--- src/rtl/usr_shift_sequencer.sv ---
// Sequencer for a cascade of USR4 slices: optional parallel load, then COUNT
// single-bit shifts with zero/one/arithmetic/rotate fill, with BUSY/DONE handshake.
module usr_shift_sequencer #(
    parameter int unsigned WIDTH = 36,
    parameter int unsigned CNTW  = 6
) (
    input  logic            CLK,
    input  logic            RESET_N,
    input  logic            START,
    input  logic            LDEN,
    input  logic            DIR,
    input  logic [1:0]      MODE,
    input  logic [CNTW-1:0] COUNT,
    input  logic            ABORT,
    input  logic            QMSB,
    input  logic            QLSB,
    output logic [1:0]      SEL,
    output logic            S0,
    output logic            S3,
    output logic            BUSY,
    output logic            DONE
);

    localparam logic [1:0] SEL_LOAD  = 2'b00;
    localparam logic [1:0] SEL_RIGHT = 2'b01;
    localparam logic [1:0] SEL_LEFT  = 2'b10;
    localparam logic [1:0] SEL_HOLD  = 2'b11;

    localparam logic [1:0] MODE_ZERO  = 2'b00;
    localparam logic [1:0] MODE_ONE   = 2'b01;
    localparam logic [1:0] MODE_ARITH = 2'b10;
    localparam logic [1:0] MODE_ROT   = 2'b11;

    localparam logic [CNTW-1:0] CNT_MAX = CNTW'(WIDTH);
    localparam logic [CNTW-1:0] CNT_ONE = CNTW'(1);

    typedef enum logic [1:0] {
        ST_IDLE  = 2'd0,
        ST_LOAD  = 2'd1,
        ST_SHIFT = 2'd2,
        ST_FIN   = 2'd3
    } state_t;

    state_t          state_q, state_d;
    logic [CNTW-1:0] cnt_q, cnt_d;
    logic            dir_q, dir_d;
    logic [1:0]      mode_q, mode_d;
    logic [1:0]      sel_q, sel_d;
    logic            busy_q, busy_d;
    logic            done_q, done_d;
    logic [CNTW-1:0] cnt_start;

    // Rotating by more than WIDTH is meaningful, so only non-rotate counts are clamped.
    always_comb begin
        if (MODE == MODE_ROT || COUNT <= CNT_MAX) begin
            cnt_start = COUNT;
        end else begin
            cnt_start = CNT_MAX;
        end
    end

    // Next-state, command latching and registered output decode.
    always_comb begin
        state_d = state_q;
        cnt_d   = cnt_q;
        dir_d   = dir_q;
        mode_d  = mode_q;

        case (state_q)
            ST_IDLE: begin
                if (START) begin
                    dir_d  = DIR;
                    mode_d = MODE;
                    cnt_d  = cnt_start;
                    if (LDEN) begin
                        state_d = ST_LOAD;
                    end else if (cnt_start != '0) begin
                        state_d = ST_SHIFT;
                    end else begin
                        state_d = ST_FIN;
                    end
                end
            end
            ST_LOAD: begin
                if (ABORT) begin
                    state_d = ST_IDLE;
                    cnt_d   = '0;
                end else if (cnt_q != '0) begin
                    state_d = ST_SHIFT;
                end else begin
                    state_d = ST_FIN;
                end
            end
            ST_SHIFT: begin
                if (ABORT) begin
                    state_d = ST_IDLE;
                    cnt_d   = '0;
                end else begin
                    cnt_d = cnt_q - CNT_ONE;
                    if (cnt_q == CNT_ONE) begin
                        state_d = ST_FIN;
                    end
                end
            end
            default: begin
                state_d = ST_IDLE;
            end
        endcase

        // Outputs are registered, so decode them from the state being entered.
        sel_d  = SEL_HOLD;
        busy_d = 1'b0;
        done_d = 1'b0;
        case (state_d)
            ST_LOAD: begin
                sel_d  = SEL_LOAD;
                busy_d = 1'b1;
            end
            ST_SHIFT: begin
                sel_d  = dir_d ? SEL_LEFT : SEL_RIGHT;
                busy_d = 1'b1;
            end
            ST_FIN: begin
                done_d = 1'b1;
            end
            default: begin
                sel_d = SEL_HOLD;
            end
        endcase
    end

    // Serial fill at the entering end; the opposite end is held at 0.
    always_comb begin
        S0 = 1'b0;
        S3 = 1'b0;
        if (state_q == ST_SHIFT) begin
            case (mode_q)
                MODE_ZERO: begin
                    S0 = 1'b0;
                    S3 = 1'b0;
                end
                MODE_ONE: begin
                    S0 = ~dir_q;
                    S3 = dir_q;
                end
                MODE_ARITH: begin
                    S0 = dir_q ? 1'b0 : QMSB;
                end
                default: begin
                    if (dir_q) begin
                        S3 = QMSB;
                    end else begin
                        S0 = QLSB;
                    end
                end
            endcase
        end
    end

    always_ff @(posedge CLK or negedge RESET_N) begin
        if (!RESET_N) begin
            state_q <= ST_IDLE;
            cnt_q   <= '0;
            dir_q   <= 1'b0;
            mode_q  <= MODE_ZERO;
            sel_q   <= SEL_HOLD;
            busy_q  <= 1'b0;
            done_q  <= 1'b0;
        end else begin
            state_q <= state_d;
            cnt_q   <= cnt_d;
            dir_q   <= dir_d;
            mode_q  <= mode_d;
            sel_q   <= sel_d;
            busy_q  <= busy_d;
            done_q  <= done_d;
        end
    end

    assign SEL  = sel_q;
    assign BUSY = busy_q;
    assign DONE = done_q;

endmodule

--- config.mk ---
export PLATFORM = sky130hd
export DESIGN_NAME = usr_shift_sequencer
export DESIGN_NICKNAME = d
export VERILOG_FILES = /design/src/rtl/usr_shift_sequencer.sv
export SDC_FILE = /design/constraint.sdc
export NUM_CORES = 1
export LEC_CHECK = 0
export ABC_AREA = 1
export CORE_MARGIN = 3
export CORE_UTILIZATION = 40
export DETAILED_ROUTE_END_ITERATION = 10
export PLACE_DENSITY_LB_ADDON = 0.08
export SLEW_MARGIN = 20
export SYNTH_ARGS = -nofsm -noshare
export SYNTH_HDL_FRONTEND = slang
export SYNTH_SLANG_ARGS = --single-unit
--- constraint.sdc ---
create_clock -name CLK -period 1.8 [get_ports CLK]
set_input_delay 0.45 -clock CLK [delete_from_list [all_inputs] [get_ports CLK]]
set_output_delay 0.45 -clock CLK [all_outputs]
set_load 0.05 [all_outputs]
Yosys cells after proc, flatten, opt, wreduce, memory -nomap -nowiden
Index checks and enable logic that the tools add are counted.
Storage, ports and cells
  flip-flop bits (word level): 15
  latch bits: 0
  memory bits (writable): 0
  ROM bits: 0
  input bits: 16
  output and inout port bits: 6
  logic and storage cells: 57
  memories kept: 0
Operators by class
  add/sub/neg operators: 1
  multiply operators: 0
  div/mod/pow operators: 0
  order comparisons: 1
  eq/ne operators: 11
  shift operators: 0
  multiplexer cells: 26
  bitwise logic cells: 1
  reduce and logical (&&, ||, !) cells: 10
Operators with widths (number)
  6-bit two-way mux: 4
  6-bit case mux with 3 select lines: 1
  2-bit two-way mux: 6
  6-bit nonzero test: 2
  1-bit two-way mux: 11
  2-bit == test (second input constant): 5
  2-bit by 1-bit == test with 1-bit output (second input constant): 3
  6-bit by 1-bit == test with 1-bit output (second input constant): 1
  6-bit <= comparator (second input constant): 1
  2-bit case mux with 3 select lines: 1
  6-bit by 1-bit subtractor with 6-bit output (second input constant): 1
  2-bit zero test: 2
  2-bit != test (second input constant): 2
  2-bit case mux with 2 select lines: 1
  2-bit OR reduction: 2
  1-bit case mux with 3 select lines: 1
  3-bit AND reduction: 1
  3-bit nonzero test: 1
  1-bit case mux with 2 select lines: 1
  2-bit AND reduction: 1
  1-bit logical OR: 1
  1-bit inverter: 1

Depth between registers and ports, before layout
  depth in word-level cells: 11
  gate-level depth with buffers: 12

Least setup slack after synthesis
OpenSTA, ideal clock, no wires.
  kind: register to output
  from: register state_q[0]
  to: output port S3
  data arrival time: 1.519 ns
  slack: -0.169 ns
  cell stages (with the launch flop): 5
  cells stage by stage: dfrtp_1 > inv_1 > ha_1 > nand3_1 > a21oi_1
Between the ends
  longest elaborated chain between the ends: 2
RTL lines
  start: declaration: RTL line 44  | state_t state_q, state_d;
  start signal: assignment: RTL line 170  | state_q <= state_d;
  2-bit == test: RTL line 136  | if (state_q == ST_SHIFT) begin
  1-bit two-way mux: RTL line 136
  end: declaration: RTL line 19  | output logic S3,
Every way passes these cells.

Final worst setup path
  from: register state_q[0]
  to: output port S0
Between the ends
  longest elaborated chain between the ends: 2
RTL lines
  2-bit == test: RTL line 136
  1-bit two-way mux: RTL line 136
  end: declaration: RTL line 18  | output logic S0,
Every way passes these cells.

==> flow_summary_export.csv <==
group,metric,value,unit
critical_path,arrival,1.33,ns
sta,hold_violations,0,
global_routing,grt_use_total,0.1713,
global_routing,grt-ovfl-total,0,
sta,finClkSkew,0.009733,ns
run,maxCapViolations,0,
power,powerDensity,1566,mW/mm^2
global_routing,grt_start_max_net_pins,16,
placed_design,routabilityCongestion,0.8489,
cells_and_area,drive_above_1_share,0.2848,
die,die_w,56.52,um
sta,slew_headroom,0.8142,
routing,first_iter_violations,24,
critical_path,end_kind,"primary output",
die,core-area,0.002318,sq mm
critical_path,crit_fanout,4,
power,fin_total_pwr,2.247,mW
clock_network,numCtsBuffers,3,
sta,setup_viol,0,
die,placementRows,17,
outcome,status,"completed",
clock_network,path_clk_slew,0.09,ns
power,p_seq_frac,0.287,
synth,ys_warn_count,0,
global_routing,first_global_vias,1029,
clock_network,cts_tree,"yes",
power,combPwrFrac,0.627,
routing,wl,2498,um
routing,vias,1000,
synth,ys_types,24,
clock_network,cts_root_buf,"clkbuf_4",
critical_path,path_class,"register to primary output",
clock_network,clk_path_buf_depth,2,
critical_path,startpoint_type,"register",
routing,first_pass_iters,4,
placed_design,post-dp-hpwl,1929,um
routing,route.detailed.drc,0,
synth,ys_ff_latch,15,
cells_and_area,fillerInstances,214,
sta,worstMarginPinSlew,0.2777,ns
cells_and_area,area_delta_synth_final,40.56,%
clock_network,h-tree-depth,1,
sta,max_freq,561.4,MHz
cells_and_area,final_cells,193,
sta,rsz0062_at_grt,"true",
synth,synth-seq-area-share,0.3701,
die,start_util,0.4404,
power,switching_share,0.4654,
power,p_leak,0.6972,nW
routing,via_per_inst,5.181,
routing,ant_nets,0,
placed_design,io_buffers,21,
power,p_sw,1.046,mW
sta,fin_setup_tns,0,ns
routing,routedWlPerCell,12.94,um
sta,finalCriticalPeriod,1.781,ns
power,pwr-share-clk,0.087,
global_routing,grt_pass1_wl,4360,um
placed_design,dp_cells,187,
global_routing,antenna_found_initial,0,
cells_and_area,diodes,0,
clock_network,hold_buffers,0,
synth,syn_inst,131,
worst_hold_path,min_path_type,"primary input to async pin",
power,intPower,1.201,mW
cells_and_area,nNetsFinal,191,
die,ios,22,
die,dieArea,0.003195,sq mm
clock_network,clk_latency,0.29,ns
synth,syn_area,0.001021,sq mm
sta,period_share,0.9896,
die,die_h,56.52,um
sta,slew_violations,0,
critical_path,worstPathRequired,1.35,ns
critical_path,slowest_delay,0.41,ns
clock_network,clock_sinks,15,
synth,syn_nets,156,
power,ir_drop,1.060,mV
critical_path,crit_slowest_cell,"dfrtp_1",
critical_path,cp_cell_sequence,"inv_2 -> ha_4 -> o211ai_1 -> nor2_2 -> buf_12",
synth,syn_avg_cell_area,7.794,sq um
==> critical path: cells and delay by family (launching register included) <==
kind | cells | cell delay [ns]
simple gates | 1 | 0.14
buf+inv | 2 | 0.24
fa+ha+maj | 1 | 0.16
flops | 1 | 0.41
compound gates | 1 | 0.11
==> cell usage after synthesis <==
master	instances	area share
nand3_1	7	0.034
buf_6	1	0.011
nor2_4	1	0.011
inv_2	3	0.011
o21a_1	1	0.0074
nand4_1	2	0.012
a21oi_1	10	0.049
mux2_2	2	0.022
ha_1	9	0.11
inv_1	20	0.074
a21oi_2	2	0.017
nand2_2	1	0.0061
a21boi_2	1	0.011
nor3_1	1	0.0049
nand3_2	2	0.020
nor2_1	10	0.037
dfrtp_1	13	0.32
a21boi_1	3	0.022
dfstp_2	2	0.051
nand2_1	29	0.11
xor2_1	1	0.0086
o21ai_0	8	0.039
o21ai_2	1	0.0086
o211ai_1	1	0.0074
==> metal layers <==
metal  global-route usage  wire, um  vias to the layer above
li1                     -         -                      487
met4              0.06441        66                        0
met3              0.02989       130                        7
met1               0.2102      1131                      474
met2               0.2954      1169                       32
met5                    0         0                        -
==> registers in the layout (all words and copies together) (netlist names) <==
signal,cells
cnt_q,6
SEL,2
BUSY,1
dir_q,1
state_q,2
DONE,1
mode_q,2
==> layout by cell type (no fill, tap or decap), drive strengths merged, types with 9 or more instances in the layout <==
master,n
buf,16
dfrtp,13
clkdlybuf4s50,15
nand2,30
ha,9
a21oi,12
nor2,11
o21ai,9
nand3,9
inv,23
==> metrics by stage <==
step / instance area (sq um) / worst slack, ns / hold slack [ns] / utilization
6_report: 1435 / 0.01863 / 0.4725 / 0.6190
5_1_grt: 1435 / -0.03899 / 0.4806 / 0.6190
4_1_cts: 1405 / 0.002821 / 0.4742 / 0.6060
3_5_place_dp: 1356 / -0.1474 / 0.5649 / 0.5850
3_3_place_gp: 1356 / -0.1410 / 0.5448 / 0.5850
2_1_floorplan: 1027 / 0.1279 / 0.1544 / -
==> repair_timing <==
action / in CTS / in global routing
endpoints found under the hold margin: 0 / 0
endpoints found under the setup margin: 2 / 6
gates resized for setup: 4 / 11
pin swaps: 0 / 2
buffers inserted: 1 / 1
cloned: 0 / 0
==> worst paths after layout <==
kind                            start        to  slack [ns]  depth (start not counted)
min reg2reg                  cnt_q[3]  cnt_q[3]        0.59                          2
max in group asynchronous     RESET_N    SEL[1]        1.07                          2
min                           RESET_N  cnt_q[1]        0.47                          2
max reg2reg                state_q[0]      DONE        0.10                          9
min in group CLK             cnt_q[3]  cnt_q[3]        0.59                          2
max                        state_q[0]        S0        0.02                          5
==> power groups by stage <==
stage               Sequential, mW  Combinational (mW)  Clock, mW
finish                       0.644                1.41      0.195
global route                 0.668                1.57      0.220
CTS                          0.634                1.34      0.202
detailed placement           0.643                1.30          0
global placement             0.636                1.27          0
floorplan                    0.745               0.767          0
==> area by class of cell <==
cell class                      count  area [sq um]  share of cell area
Multi-Input combinational cell     92         588.1              0.4098
Sequential cell                    15         379.1              0.2642
Timing Repair Buffer               31         320.3              0.2232
Inverter                           23         86.33             0.06016
Tap cell                           28         35.03             0.02441
Clock buffer                        4         26.28             0.01831
==> logic make-up after synthesis <==
family | Yosys count | synth area share
flip-flops | 15 | 0.3701
XOR/XNOR | 1 | 0.008580
multiplexers | 2 | 0.02206
adder cells (fa/ha/maj) | 9 | 0.1103
AND/OR/NAND/NOR | 53 | 0.2316
buffers and inverters | 24 | 0.09558
AO/OA/AOI/OAI | 27 | 0.1618
Power figures use the tool's default switching activity.
